`config.mk`:
```
export PLATFORM = sky130hd
export DESIGN_NAME = pwm_timer
export DESIGN_NICKNAME = d
export VERILOG_FILES = /design/src/rtl/pwm_timer_pkg.sv /design/src/rtl/pwm_timer_channel.sv /design/src/rtl/pwm_timer.sv
export SDC_FILE = /design/constraint.sdc
export NUM_CORES = 1
export LEC_CHECK = 0
export CORE_UTILIZATION = 50
export CTS_CLUSTER_SIZE = 8
export DETAILED_ROUTE_END_ITERATION = 6
export PLACE_DENSITY = 0.7
export SLEW_MARGIN = 10
export SYNTH_ARGS = -nofsm -noshare
export SYNTH_HDL_FRONTEND = slang
export SYNTH_SLANG_ARGS = --single-unit
```
`constraint.sdc`:
```
create_clock -name clk_i -period 6.5 [get_ports clk_i]
set_input_delay 1.3 -clock clk_i [delete_from_list [all_inputs] [get_ports clk_i]]
set_output_delay 1.3 -clock clk_i [all_outputs]
set_load 0.005 [all_outputs]
```
`src/rtl/pwm_timer_pkg.sv`:
```
// Shared constants and types for the PWM/timer peripheral.
package pwm_timer_pkg;

    // CSR byte addresses
    localparam logic [7:0] ADDR_CTRL      = 8'h00;
    localparam logic [7:0] ADDR_CH_EN     = 8'h04;
    localparam logic [7:0] ADDR_PERIOD    = 8'h08;
    localparam logic [7:0] ADDR_POL       = 8'h0C;
    localparam logic [7:0] ADDR_DUTY_BASE = 8'h10;
    localparam logic [7:0] ADDR_CAP_BASE  = 8'h30;
    localparam logic [7:0] ADDR_STATUS    = 8'h50;
    localparam logic [7:0] ADDR_IRQ_EN    = 8'h54;

    // CTRL bit positions
    localparam int CTRL_RUN_BIT      = 0;
    localparam int CTRL_CENTER_BIT   = 1;
    localparam int CTRL_PRESCALE_LSB = 8;

    typedef enum logic {
        DIR_UP   = 1'b0,
        DIR_DOWN = 1'b1
    } dir_e;

endpackage

```
`src/rtl/pwm_timer_channel.sv`:
```
// One PWM/capture channel: shadowed duty, compare/polarity output,
// synchronized rising-edge capture of the shared timebase.
module pwm_timer_channel #(
    parameter int COUNTER_WIDTH = 16
) (
    input  logic                     clk_i,
    input  logic                     rst_ni,
    input  logic                     duty_we_i,
    input  logic [COUNTER_WIDTH-1:0] wdata_i,
    input  logic                     load_i,
    input  logic                     ch_en_i,
    input  logic                     pol_i,
    input  logic [COUNTER_WIDTH-1:0] counter_i,
    input  logic                     capture_i,
    output logic [COUNTER_WIDTH-1:0] duty_sh_o,
    output logic [COUNTER_WIDTH-1:0] capture_o,
    output logic                     cap_event_o,
    output logic                     pwm_o
);

    logic [COUNTER_WIDTH-1:0] duty_sh_q, duty_sh_d;
    logic [COUNTER_WIDTH-1:0] duty_act_q, duty_act_d;
    logic [COUNTER_WIDTH-1:0] cap_q, cap_d;
    logic                     sync1_q, sync2_q, prev_q;
    logic                     pwm_q, pwm_d;
    logic                     cap_event;

    assign cap_event   = sync2_q & ~prev_q;
    assign duty_sh_o   = duty_sh_q;
    assign capture_o   = cap_q;
    assign cap_event_o = cap_event;
    assign pwm_o       = pwm_q;

    // Next-state: a write coinciding with a load goes straight to the active duty.
    always_comb begin
        duty_sh_d  = duty_we_i ? wdata_i : duty_sh_q;
        duty_act_d = load_i ? duty_sh_d : duty_act_q;
        cap_d      = cap_event ? counter_i : cap_q;
        pwm_d      = ch_en_i ? ((counter_i < duty_act_q) ^ pol_i) : pol_i;
    end

    // Channel registers, including the 2-flop synchronizer and edge history.
    always_ff @(posedge clk_i or negedge rst_ni) begin
        if (!rst_ni) begin
            duty_sh_q  <= '0;
            duty_act_q <= '0;
            cap_q      <= '0;
            sync1_q    <= 1'b0;
            sync2_q    <= 1'b0;
            prev_q     <= 1'b0;
            pwm_q      <= 1'b0;
        end else begin
            duty_sh_q  <= duty_sh_d;
            duty_act_q <= duty_act_d;
            cap_q      <= cap_d;
            sync1_q    <= capture_i;
            sync2_q    <= sync1_q;
            prev_q     <= sync2_q;
            pwm_q      <= pwm_d;
        end
    end

endmodule

```
`src/rtl/pwm_timer.sv`:
```
// Multi-channel PWM/timer: CSR decode, prescaler, up/up-down timebase,
// shadowed period, status flags and interrupt.
//
// dir      | meaning
// DIR_UP   | counter incrementing (edge mode is always up)
// DIR_DOWN | center mode, counting back toward 0 (boundary on reaching 0)
module pwm_timer #(
    parameter int NUM_CHANNELS   = 4,
    parameter int COUNTER_WIDTH  = 16,
    parameter int PRESCALE_WIDTH = 8
) (
    input  logic                    clk_i,
    input  logic                    rst_ni,
    input  logic [7:0]              csr_addr_i,
    input  logic                    csr_we_i,
    input  logic [31:0]             csr_wdata_i,
    output logic [31:0]             csr_rdata_o,
    output logic [NUM_CHANNELS-1:0] pwm_o,
    output logic [NUM_CHANNELS-1:0] pwm_oe_o,
    input  logic [NUM_CHANNELS-1:0] capture_i,
    output logic                    irq_o
);
    import pwm_timer_pkg::*;

    localparam int N  = NUM_CHANNELS;
    localparam int CW = COUNTER_WIDTH;
    localparam int PW = PRESCALE_WIDTH;

    logic          run_q, run_d, center_q, center_d;
    logic [PW-1:0] prescale_q, prescale_d, presc_cnt_q, presc_cnt_d;
    logic [N-1:0]  ch_en_q, ch_en_d, pol_q, pol_d;
    logic [CW-1:0] period_sh_q, period_sh_d, period_act_q, period_act_d;
    logic [CW-1:0] cnt_q, cnt_d;
    dir_e          dir_q, dir_d;
    logic [N:0]    status_q, status_d, irq_en_q, irq_en_d;
    logic [31:0]   rdata_q, rdata_d;

    logic          tick, boundary, shadow_load;
    logic          wr_ctrl, wr_ch_en, wr_period, wr_pol, wr_status, wr_irq_en;
    logic [N-1:0]  duty_we, cap_event;
    logic [CW-1:0] duty_sh [N];
    logic [CW-1:0] cap_val [N];
    logic          unused_wdata;

    assign wr_ctrl     = csr_we_i && (csr_addr_i == ADDR_CTRL);
    assign wr_ch_en    = csr_we_i && (csr_addr_i == ADDR_CH_EN);
    assign wr_period   = csr_we_i && (csr_addr_i == ADDR_PERIOD);
    assign wr_pol      = csr_we_i && (csr_addr_i == ADDR_POL);
    assign wr_status   = csr_we_i && (csr_addr_i == ADDR_STATUS);
    assign wr_irq_en   = csr_we_i && (csr_addr_i == ADDR_IRQ_EN);
    assign shadow_load = boundary || !run_q;
    assign unused_wdata = ^csr_wdata_i;

    assign csr_rdata_o = rdata_q;
    assign pwm_oe_o    = ch_en_q;
    assign irq_o       = |(status_q & irq_en_q);

    for (genvar g = 0; g < N; g++) begin : g_ch
        assign duty_we[g] = csr_we_i && (csr_addr_i == ADDR_DUTY_BASE + 8'(4 * g));
        pwm_timer_channel #(.COUNTER_WIDTH(CW)) u_ch (
            .clk_i       (clk_i),
            .rst_ni      (rst_ni),
            .duty_we_i   (duty_we[g]),
            .wdata_i     (csr_wdata_i[CW-1:0]),
            .load_i      (shadow_load),
            .ch_en_i     (ch_en_q[g]),
            .pol_i       (pol_q[g]),
            .counter_i   (cnt_q),
            .capture_i   (capture_i[g]),
            .duty_sh_o   (duty_sh[g]),
            .capture_o   (cap_val[g]),
            .cap_event_o (cap_event[g]),
            .pwm_o       (pwm_o[g])
        );
    end

    // Prescaler and counter/direction next state; a shrunken PRESCALE still ticks.
    always_comb begin
        presc_cnt_d = presc_cnt_q;
        cnt_d       = cnt_q;
        dir_d       = dir_q;
        boundary    = 1'b0;
        tick        = run_q && (presc_cnt_q >= prescale_q);
        if (run_q) begin
            presc_cnt_d = tick ? '0 : presc_cnt_q + 1'b1;
        end
        if (tick) begin
            if (!center_q) begin
                dir_d = DIR_UP;
                if (cnt_q >= period_act_q) begin
                    cnt_d    = '0;
                    boundary = 1'b1;
                end else begin
                    cnt_d = cnt_q + 1'b1;
                end
            end else if (period_act_q == '0) begin
                cnt_d    = '0;
                dir_d    = DIR_UP;
                boundary = 1'b1;
            end else if (dir_q == DIR_UP && cnt_q < period_act_q) begin
                cnt_d = cnt_q + 1'b1;
            end else if (cnt_q <= CW'(1)) begin
                cnt_d    = '0;
                dir_d    = DIR_UP;
                boundary = 1'b1;
            end else begin
                cnt_d = cnt_q - 1'b1;
                dir_d = DIR_DOWN;
            end
        end
    end

    // CSR register writes, period shadowing and status set-over-clear.
    always_comb begin
        run_d        = wr_ctrl ? csr_wdata_i[CTRL_RUN_BIT] : run_q;
        center_d     = wr_ctrl ? csr_wdata_i[CTRL_CENTER_BIT] : center_q;
        prescale_d   = wr_ctrl ? csr_wdata_i[CTRL_PRESCALE_LSB +: PW] : prescale_q;
        ch_en_d      = wr_ch_en ? csr_wdata_i[N-1:0] : ch_en_q;
        pol_d        = wr_pol ? csr_wdata_i[N-1:0] : pol_q;
        irq_en_d     = wr_irq_en ? csr_wdata_i[N:0] : irq_en_q;
        period_sh_d  = wr_period ? csr_wdata_i[CW-1:0] : period_sh_q;
        period_act_d = shadow_load ? period_sh_d : period_act_q;
        status_d     = wr_status ? (status_q & ~csr_wdata_i[N:0]) : status_q;
        status_d     = status_d | {boundary, cap_event};
    end

    // Read mux, registered into csr_rdata_o.
    always_comb begin
        rdata_d = '0;
        unique case (csr_addr_i)
            ADDR_CTRL: begin
                rdata_d[CTRL_RUN_BIT]                = run_q;
                rdata_d[CTRL_CENTER_BIT]             = center_q;
                rdata_d[CTRL_PRESCALE_LSB +: PW]     = prescale_q;
            end
            ADDR_CH_EN:  rdata_d = 32'(ch_en_q);
            ADDR_PERIOD: rdata_d = 32'(period_sh_q);
            ADDR_POL:    rdata_d = 32'(pol_q);
            ADDR_STATUS: rdata_d = 32'(status_q);
            ADDR_IRQ_EN: rdata_d = 32'(irq_en_q);
            default: begin
                for (int i = 0; i < N; i++) begin
                    if (csr_addr_i == ADDR_DUTY_BASE + 8'(4 * i)) rdata_d = 32'(duty_sh[i]);
                    if (csr_addr_i == ADDR_CAP_BASE + 8'(4 * i))  rdata_d = 32'(cap_val[i]);
                end
            end
        endcase
    end

    // Top-level state registers.
    always_ff @(posedge clk_i or negedge rst_ni) begin
        if (!rst_ni) begin
            run_q        <= 1'b0;
            center_q     <= 1'b0;
            prescale_q   <= '0;
            presc_cnt_q  <= '0;
            ch_en_q      <= '0;
            pol_q        <= '0;
            period_sh_q  <= '0;
            period_act_q <= '0;
            cnt_q        <= '0;
            dir_q        <= DIR_UP;
            status_q     <= '0;
            irq_en_q     <= '0;
            rdata_q      <= '0;
        end else begin
            run_q        <= run_d;
            center_q     <= center_d;
            prescale_q   <= prescale_d;
            presc_cnt_q  <= presc_cnt_d;
            ch_en_q      <= ch_en_d;
            pol_q        <= pol_d;
            period_sh_q  <= period_sh_d;
            period_act_q <= period_act_d;
            cnt_q        <= cnt_d;
            dir_q        <= dir_d;
            status_q     <= status_d;
            irq_en_q     <= irq_en_d;
            rdata_q      <= rdata_d;
        end
    end

endmodule

```
## Word-level counts from Yosys, hierarchy flattened

Cells that the tools add are included.

| word-level totals | value |
|---|---|
| logic and storage cells | 141 |
| register bits | 325 |
| output and inout port bits | 41 |
| bits of input ports | 47 |

| cells by class | value |
|---|---|
| bitwise operators | 17 |
| add/subtract/negate cells | 3 |
| $lt $le $gt $ge | 8 |
| equal/unequal tests | 14 |
| mux-type cells | 38 |
| reductions and logical operators | 20 |

Operator list:

| cell | number |
|---|---|
| $mux 32 | 7 |
| $mux 16 | 12 |
| $lt 16x16->1 | 5 |
| $pmux 6 s6 | 1 |
| $eq 8x5->1 const B | 4 |
| $eq 8x6->1 const B | 4 |
| $pmux 8 s3 | 1 |
| $add 16x1->16 const B | 1 |
| $eq 8x4->1 const B | 2 |
| $eq 8x7->1 const B | 2 |
| $ge 16x16->1 | 1 |
| $le 16x1->1 const B | 1 |
| $logic_not 16->1 | 1 |
| $sub 16x1->16 const B | 1 |
| $mux 1 | 14 |
| $logic_and 1x1->1 | 12 |
| $pmux 2 s6 | 1 |
| $and 5x5->5 | 2 |
| $add 8x1->8 const B | 1 |
| $eq 8x3->1 const B | 1 |
| $ge 8x8->1 | 1 |
| $logic_not 8->1 | 1 |
| $mux 8 | 1 |
| $reduce_or 6->1 | 1 |
| other kinds (12) | 22 |

## Logic depth before layout (Yosys ltp)

| logic depth | value |
|---|---|
| word-level depth | 10 |
| gate-level depth with buffers | 12 |
| depth with buffers taken out | 9 |

## Cells and area by module

Synthesis repeated with hierarchy kept, for this count alone.

| unflattened totals | value |
|---|---|
| cell total of the unflattened synthesis | 1389 |
| area, all modules | 15393.5 sq um |

By module, submodules not included:

| module | area each (sq um) | seq. area each (sq um) | instances | cells each |
|---|---|---|---|---|
| pwm_timer_channel | 2252.2 | 1301.2 | 4 | 181 |
| pwm_timer | 6384.9 | 2527.4 | 1 | 665 |

## Worst setup path after synthesis

OpenSTA, ideal clock, no wires.

| path | value |
|---|---|
| path type | input to register |
| start point | input csr_addr_i[5] |
| end point | register g_ch[1].u_ch.duty_act_q[5] |
| library setup time | 0.128 ns |
| cell stages on the path | 8 |
| data arrival time | 3.191 ns |
| data required time | 6.372 ns |
| path buffers | 3 |
| path slack | 3.181 ns |
| path through | clkbuf_1 -> nor4b_1 -> and3_1 -> buf_2 -> nand2_1 -> clkbuf_1 -> mux2_2 -> mux2_1 |

| on the way | value |
|---|---|
| word-level cells in the longest chain between the ends | 3 |

RTL lines:

| element | line | source |
|---|---|---|
| from (decl) | pwm_timer.sv:14 | `input logic [7:0] csr_addr_i,` |
| $eq 8x5->1 | pwm_timer.sv:59 | `assign duty_we[g] = csr_we_i && (csr_addr_i == ADDR_DUTY_BASE + 8'(4 * g));` |
| $logic_and 1x1->1 | pwm_timer.sv:59 |  |
| $mux 16 | pwm_timer_channel.sv:36 | `duty_sh_d = duty_we_i ? wdata_i : duty_sh_q;` |
| net g_ch[1].u_ch.duty_sh_d[5] | pwm_timer_channel.sv:21 | `logic [COUNTER_WIDTH-1:0] duty_sh_q, duty_sh_d;` |
| to (signal assigned) | pwm_timer_channel.sv:54 | `duty_act_q <= duty_act_d;` |
| to (decl) | pwm_timer_channel.sv:22 | `logic [COUNTER_WIDTH-1:0] duty_act_q, duty_act_d;` |

The timed path passes the listed nets, and every way through them passes these cells.
A chain may end at the register's enable or synchronous reset.

## Worst setup path after layout

| path | value |
|---|---|
| start point | register cnt_q[10] |
| end point | register g_ch[0].u_ch.duty_act_q[10] |

| on the way | value |
|---|---|
| word-level cells in the longest chain between the ends | 7 |
| elaborated cells on any way between the ends | 11 |
| those cells by class | order compare (3); mux (6); reduce/logical (2) |

RTL lines:

| element | line | source |
|---|---|---|
| from (decl) | pwm_timer.sv:33 | `logic [CW-1:0] cnt_q, cnt_d;` |
| from (signal assigned) | pwm_timer.sv:175 | `cnt_q <= cnt_d;` |
| $le 16x1->1 or $lt 16x16->1 (tied branches) | pwm_timer.sv:102, pwm_timer.sv:100 |  |
| $mux 1 or $logic_and 1x1->1 (tied branches) | pwm_timer.sv:102, pwm_timer.sv:100 |  |
| $mux 1 | pwm_timer.sv:100 | `end else if (dir_q == DIR_UP && cnt_q < period_act_q) begin` |
| $mux 1 | pwm_timer.sv:96 | `end else if (period_act_q == '0) begin` |
| $mux 1 * | pwm_timer.sv:88 | `if (!center_q) begin` |
| $mux 1 * | pwm_timer.sv:87 | `if (tick) begin` |
| $logic_or 1x1->1 * | pwm_timer.sv:51 | `assign shadow_load = boundary \|\| !run_q;` |
| to (signal assigned) | pwm_timer_channel.sv:54 |  |
| to (decl) | pwm_timer_channel.sv:22 |  |

Mark *: on every way between the ends. The rest lies on a longest branch, timed or not.

==> flow_results.xml <==
<?xml version="1.0" encoding="UTF-8"?>
<metrics>
  <group name="power_and_ir_drop">
    <metric name="leakagePower" unit="nW">8.32</metric>
    <metric name="pwr-share-seq" unit="%">44.6</metric>
    <metric name="cell_internal_pwr" unit="W">0.00349</metric>
    <metric name="design_power_total" unit="W">0.00474</metric>
    <metric name="worst_ir_drop_vdd" unit="mV">0.158</metric>
    <metric name="netSwitchingPower" unit="W">0.00125</metric>
    <metric name="clockPowerShare" unit="%">41.5</metric>
    <metric name="switching_share" unit="%">26.3</metric>
    <metric name="pwr_density_cell" unit="nW/µm²">273</metric>
    <metric name="share_comb_of_total_power" unit="%">13.9</metric>
  </group>
  <group name="critical_path">
    <metric name="setup.worst_path.end_class" unit="">register</metric>
    <metric name="timing.critical_path.from_type" unit="">register</metric>
    <metric name="rrSetupSlack" unit="ns">2.46</metric>
    <metric name="critPathRequiredTime" unit="ns">6.89</metric>
    <metric name="classification_of_the_worst_setup_path" unit="">register to register</metric>
    <metric name="critical_path.max_fanout" unit="">41</metric>
    <metric name="timing.critical_path.arrival" unit="ns">4.43</metric>
  </group>
  <group name="logic_synthesis">
    <metric name="compound_gate_fraction_of_synth_area" unit="%">11.1</metric>
    <metric name="synth_seq_cells" unit="">309</metric>
    <metric name="synthesis.area" unit="µm²">15400</metric>
    <metric name="synth_top_cells_by_area" unit="">dfrtp_1, mux2_2, ha_1</metric>
    <metric name="synth.top_cell.area_share" unit="%">50.3</metric>
    <metric name="post_synth_fa_ha_maj_area_fraction" unit="%">7.16</metric>
    <metric name="count_leader_synth" unit="">dfrtp_1</metric>
    <metric name="synth_flop_cell" unit="">dfrtp_1</metric>
    <metric name="fraction_of_registers_with_async_set_or_reset_after_synthesis" unit="%">100</metric>
    <metric name="synth-warning-count" unit="">0</metric>
    <metric name="synthCells" unit="">1309</metric>
    <metric name="post_synth_mux_area_share" unit="%">18.4</metric>
    <metric name="post-synth-top-area-cell" unit="">dfrtp_1</metric>
    <metric name="per_instance_average_area_after_synthesis" unit="µm²">11.7</metric>
    <metric name="yosys.area_share.xor_xnor" unit="%">0.342</metric>
    <metric name="synth_edf_count" unit="">0</metric>
    <metric name="synth_sequential_area_ratio" unit="%">50.3</metric>
    <metric name="synth_cell_types" unit="">59</metric>
    <metric name="simple_gate_share_of_the_synthesized_area" unit="%">7.28</metric>
    <metric name="synth_top_family_by_area" unit="">multiplexers</metric>
    <metric name="top_cells_by_instance_count_after_synthesis" unit="">dfrtp_1, mux2_2, inv_1</metric>
  </group>
  <group name="routing">
    <metric name="wirelength" unit="µm">39500</metric>
    <metric name="vias_per_cell" unit="">6.08</metric>
    <metric name="routed_wire_length_per_instance" unit="µm">22.6</metric>
    <metric name="drtPass1Iterations" unit="">6</metric>
    <metric name="remaining_drc_errors" unit="">0</metric>
    <metric name="drtAntennaViolNets" unit="">0</metric>
    <metric name="initialDrtViolationCount" unit="">765</metric>
    <metric name="routed_via_count" unit="">10636</metric>
  </group>
  <group name="floorplanning">
    <metric name="design.core.area" unit="µm²">30000</metric>
    <metric name="die_h" unit="µm">177</metric>
    <metric name="num_io_pins" unit="">88</metric>
    <metric name="cell_row_count" unit="">63</metric>
    <metric name="dieArea" unit="µm²">31400</metric>
    <metric name="floorplan.initialDensity" unit="%">51.3</metric>
    <metric name="floorplan.die.width" unit="µm">177</metric>
  </group>
  <group name="cells_and_area">
    <metric name="fin_area" unit="µm²">17300</metric>
    <metric name="fin_cells" unit="">1748</metric>
    <metric name="diodes" unit="">0</metric>
    <metric name="share_of_final_layout_standard_cells_stronger_than_drive_strength_1" unit="%">23.6</metric>
    <metric name="synthesis_to_layout_area_growth" unit="%">12.9</metric>
    <metric name="finish.net_count" unit="">1491</metric>
  </group>
  <group name="sta">
    <metric name="slew_headroom" unit="%">27.6</metric>
    <metric name="timing.setup.tns" unit="ns">0</metric>
    <metric name="final.min_clock_period" unit="ns">4.04</metric>
    <metric name="timing.final.crit_share" unit="%">62.1</metric>
    <metric name="fin_skew" unit="ns">0.0128</metric>
    <metric name="max_freq" unit="MHz">248</metric>
    <metric name="finalHoldViolations" unit="">0</metric>
    <metric name="setup_viol" unit="">0</metric>
    <metric name="timing.final.ws_setup" unit="ns">2.46</metric>
    <metric name="grt_setup_unrepaired" unit="">false</metric>
    <metric name="max_slew.worst_pin.slew" unit="ns">1.08</metric>
    <metric name="timing.final.max_slew_violations" unit="">0</metric>
  </group>
  <group name="clock_tree">
    <metric name="clk_pin_slew_worst_paths" unit="ns">0.05</metric>
    <metric name="tritoncts" unit="">built</metric>
    <metric name="clock_tree.buffer_depth" unit="">3</metric>
    <metric name="clock_tree.htree_level_count" unit="">2</metric>
    <metric name="postCtsSetupBuffers" unit="">0</metric>
    <metric name="cts_inserted_buffers" unit="">44</metric>
    <metric name="cts_hold_repair.buffers" unit="">0</metric>
    <metric name="numClockSinks" unit="">309</metric>
    <metric name="clock_latency" unit="ns">0.52</metric>
    <metric name="post_cts_resized" unit="">0</metric>
    <metric name="clock_tree.root_cell" unit="">clkbuf_16</metric>
  </group>
  <group name="status">
    <metric name="status" unit="">finished clean</metric>
  </group>
  <group name="global_routing">
    <metric name="grt_pass1_wl" unit="µm">62900</metric>
    <metric name="grt_antenna_before_repair" unit="">0</metric>
    <metric name="maximum_number_of_pins_on_one_net_before_global_route_repair" unit="">179</metric>
    <metric name="grt_usage" unit="%">26.4</metric>
    <metric name="first_global_vias" unit="">10951</metric>
    <metric name="globalRouteOverflowTotal" unit="">0</metric>
  </group>
  <group name="placed_design">
    <metric name="pre_cts_ws" unit="ns">2.02</metric>
    <metric name="buffer_ports.inserted" unit="">55</metric>
    <metric name="hpwlAfterDp" unit="µm">25800</metric>
    <metric name="post-place-cells" unit="">1700</metric>
    <metric name="gp_congestion" unit="">0.902</metric>
    <metric name="place_area" unit="µm²">16200</metric>
  </group>
  <group name="hold_path">
    <metric name="holdCritPathClass" unit="">register to register</metric>
  </group>
  <group name="flow_run">
    <metric name="drv_cap" unit="">0</metric>
  </group>
</metrics>
layout by cell type, fill, tap and decap left out, drive strengths merged, types with 7 or more instances in the layout:
master	instances
nor2	52
nand4	9
or2	7
nand2b	11
nand3	38
buf	23
a211oi	9
nand2	47
a222oi	16
a22oi	34
conb	16
dfrtp	309
o31ai	7
a221oi	14
clkdlybuf4s50	54
or4	7
a221o	9
mux2	247
ha	88
nor4	8
nor2b	9
o22ai	11
a21o	17
inv	97
a21oi	53
clkbuf	48
o21ai	31
nor3	15
power by group through the flow:
stage	registers (W)	clock network (W)	logic [W]
after floorplan	0.00210	0	0.000444
after global placement	0.00214	0	0.000631
after detailed placement	0.00214	0	0.000650
after CTS	0.00211	0.00200	0.000654
after global routing	0.00213	0.00207	0.000724
final	0.00211	0.00196	0.000659
logic make-up (layout without fill, tap and decap cells):
| kind of cell | count (synthesis) | in the layout |
|---|---|---|
| DFF | 309 | 309 |
| buffers and inverters | 188 | 222 |
| and+or+nand+nor | 223 | 223 |
| xor gates and xnor gates | 6 | 6 |
| AOI/OAI and AO/OA | 242 | 242 |
| other | 1 | 16 |
| adders and majority gates | 88 | 88 |
| muxes | 252 | 252 |
per-layer routing:
metal	wire, µm	global-route usage [%]	part of all wire, %	up-vias
met5	0	0	0	-
met4	1010	8.05	2.5	0
met3	2730	4.76	6.9	78
met2	19100	43.5	48	345
met1	16700	35.4	42	5411
li1	-	-	-	4802
registers in the layout (all words and copies together), names as in the netlist, 5 cells and up:
| signal | count |
|---|---|
| prescale_q | 8 |
| g_ch.u_ch.capture_o | 64 |
| csr_rdata_o | 16 |
| period_sh_q | 16 |
| g_ch.u_ch.duty_act_q | 64 |
| g_ch.u_ch.duty_sh_o | 64 |
| status_q | 5 |
| presc_cnt_q | 8 |
| cnt_q | 16 |
| irq_en_q | 5 |
| period_act_q | 16 |
path summary, 6_finish.rpt:
path	from	endpoint	depth (start not counted)
setup / recovery	cnt_q[10]$_DFFE_PN0N_	g_ch[0].u_ch.duty_act_q[10]$_DFFE_PN0P_	9
hold / removal	g_ch[1].u_ch.sync1_q$_DFF_PN0_	g_ch[1].u_ch.sync2_q$_DFF_PN0_	0
setup reg to reg	cnt_q[10]$_DFFE_PN0N_	g_ch[0].u_ch.duty_act_q[10]$_DFFE_PN0P_	9
hold reg to reg	g_ch[1].u_ch.sync1_q$_DFF_PN0_	g_ch[1].u_ch.sync2_q$_DFF_PN0_	0
max in group asynchronous	rst_ni	period_sh_q[12]$_DFF_PN0_	2
min in group asynchronous	rst_ni	g_ch[1].u_ch.sync1_q$_DFF_PN0_	1
critical path, stage by stage (launching register included):
cell and delay (ns):
dfrtp_1 0.64, ha_1 0.42, nand3_1 0.13, nor4_1 0.44, a21boi_0 0.35, or4_1 0.54
o21bai_1 0.25, o21ai_4 0.18, buf_4 0.52, mux2_2 0.40
through the flow:
stage / utilization [%] / hold slack (ns)
after global routing: 57.9 / 0.349
after detailed placement: 54.1 / 0.335
after global placement: 54.1 / 0.332
after floorplan: - / 0.331
after CTS: 57.9 / 0.345
final: 57.9 / 0.345
cell type report:
cell class                 count  area, µm²
fill                        2487      12600
sequential                   309       7730
multi-input combinational    827       6890
clock buffer                  48       1140
timing repair buffer          77        733
tap                          390        488
inverter                      97        364
Power figures use the tool's default switching activity.
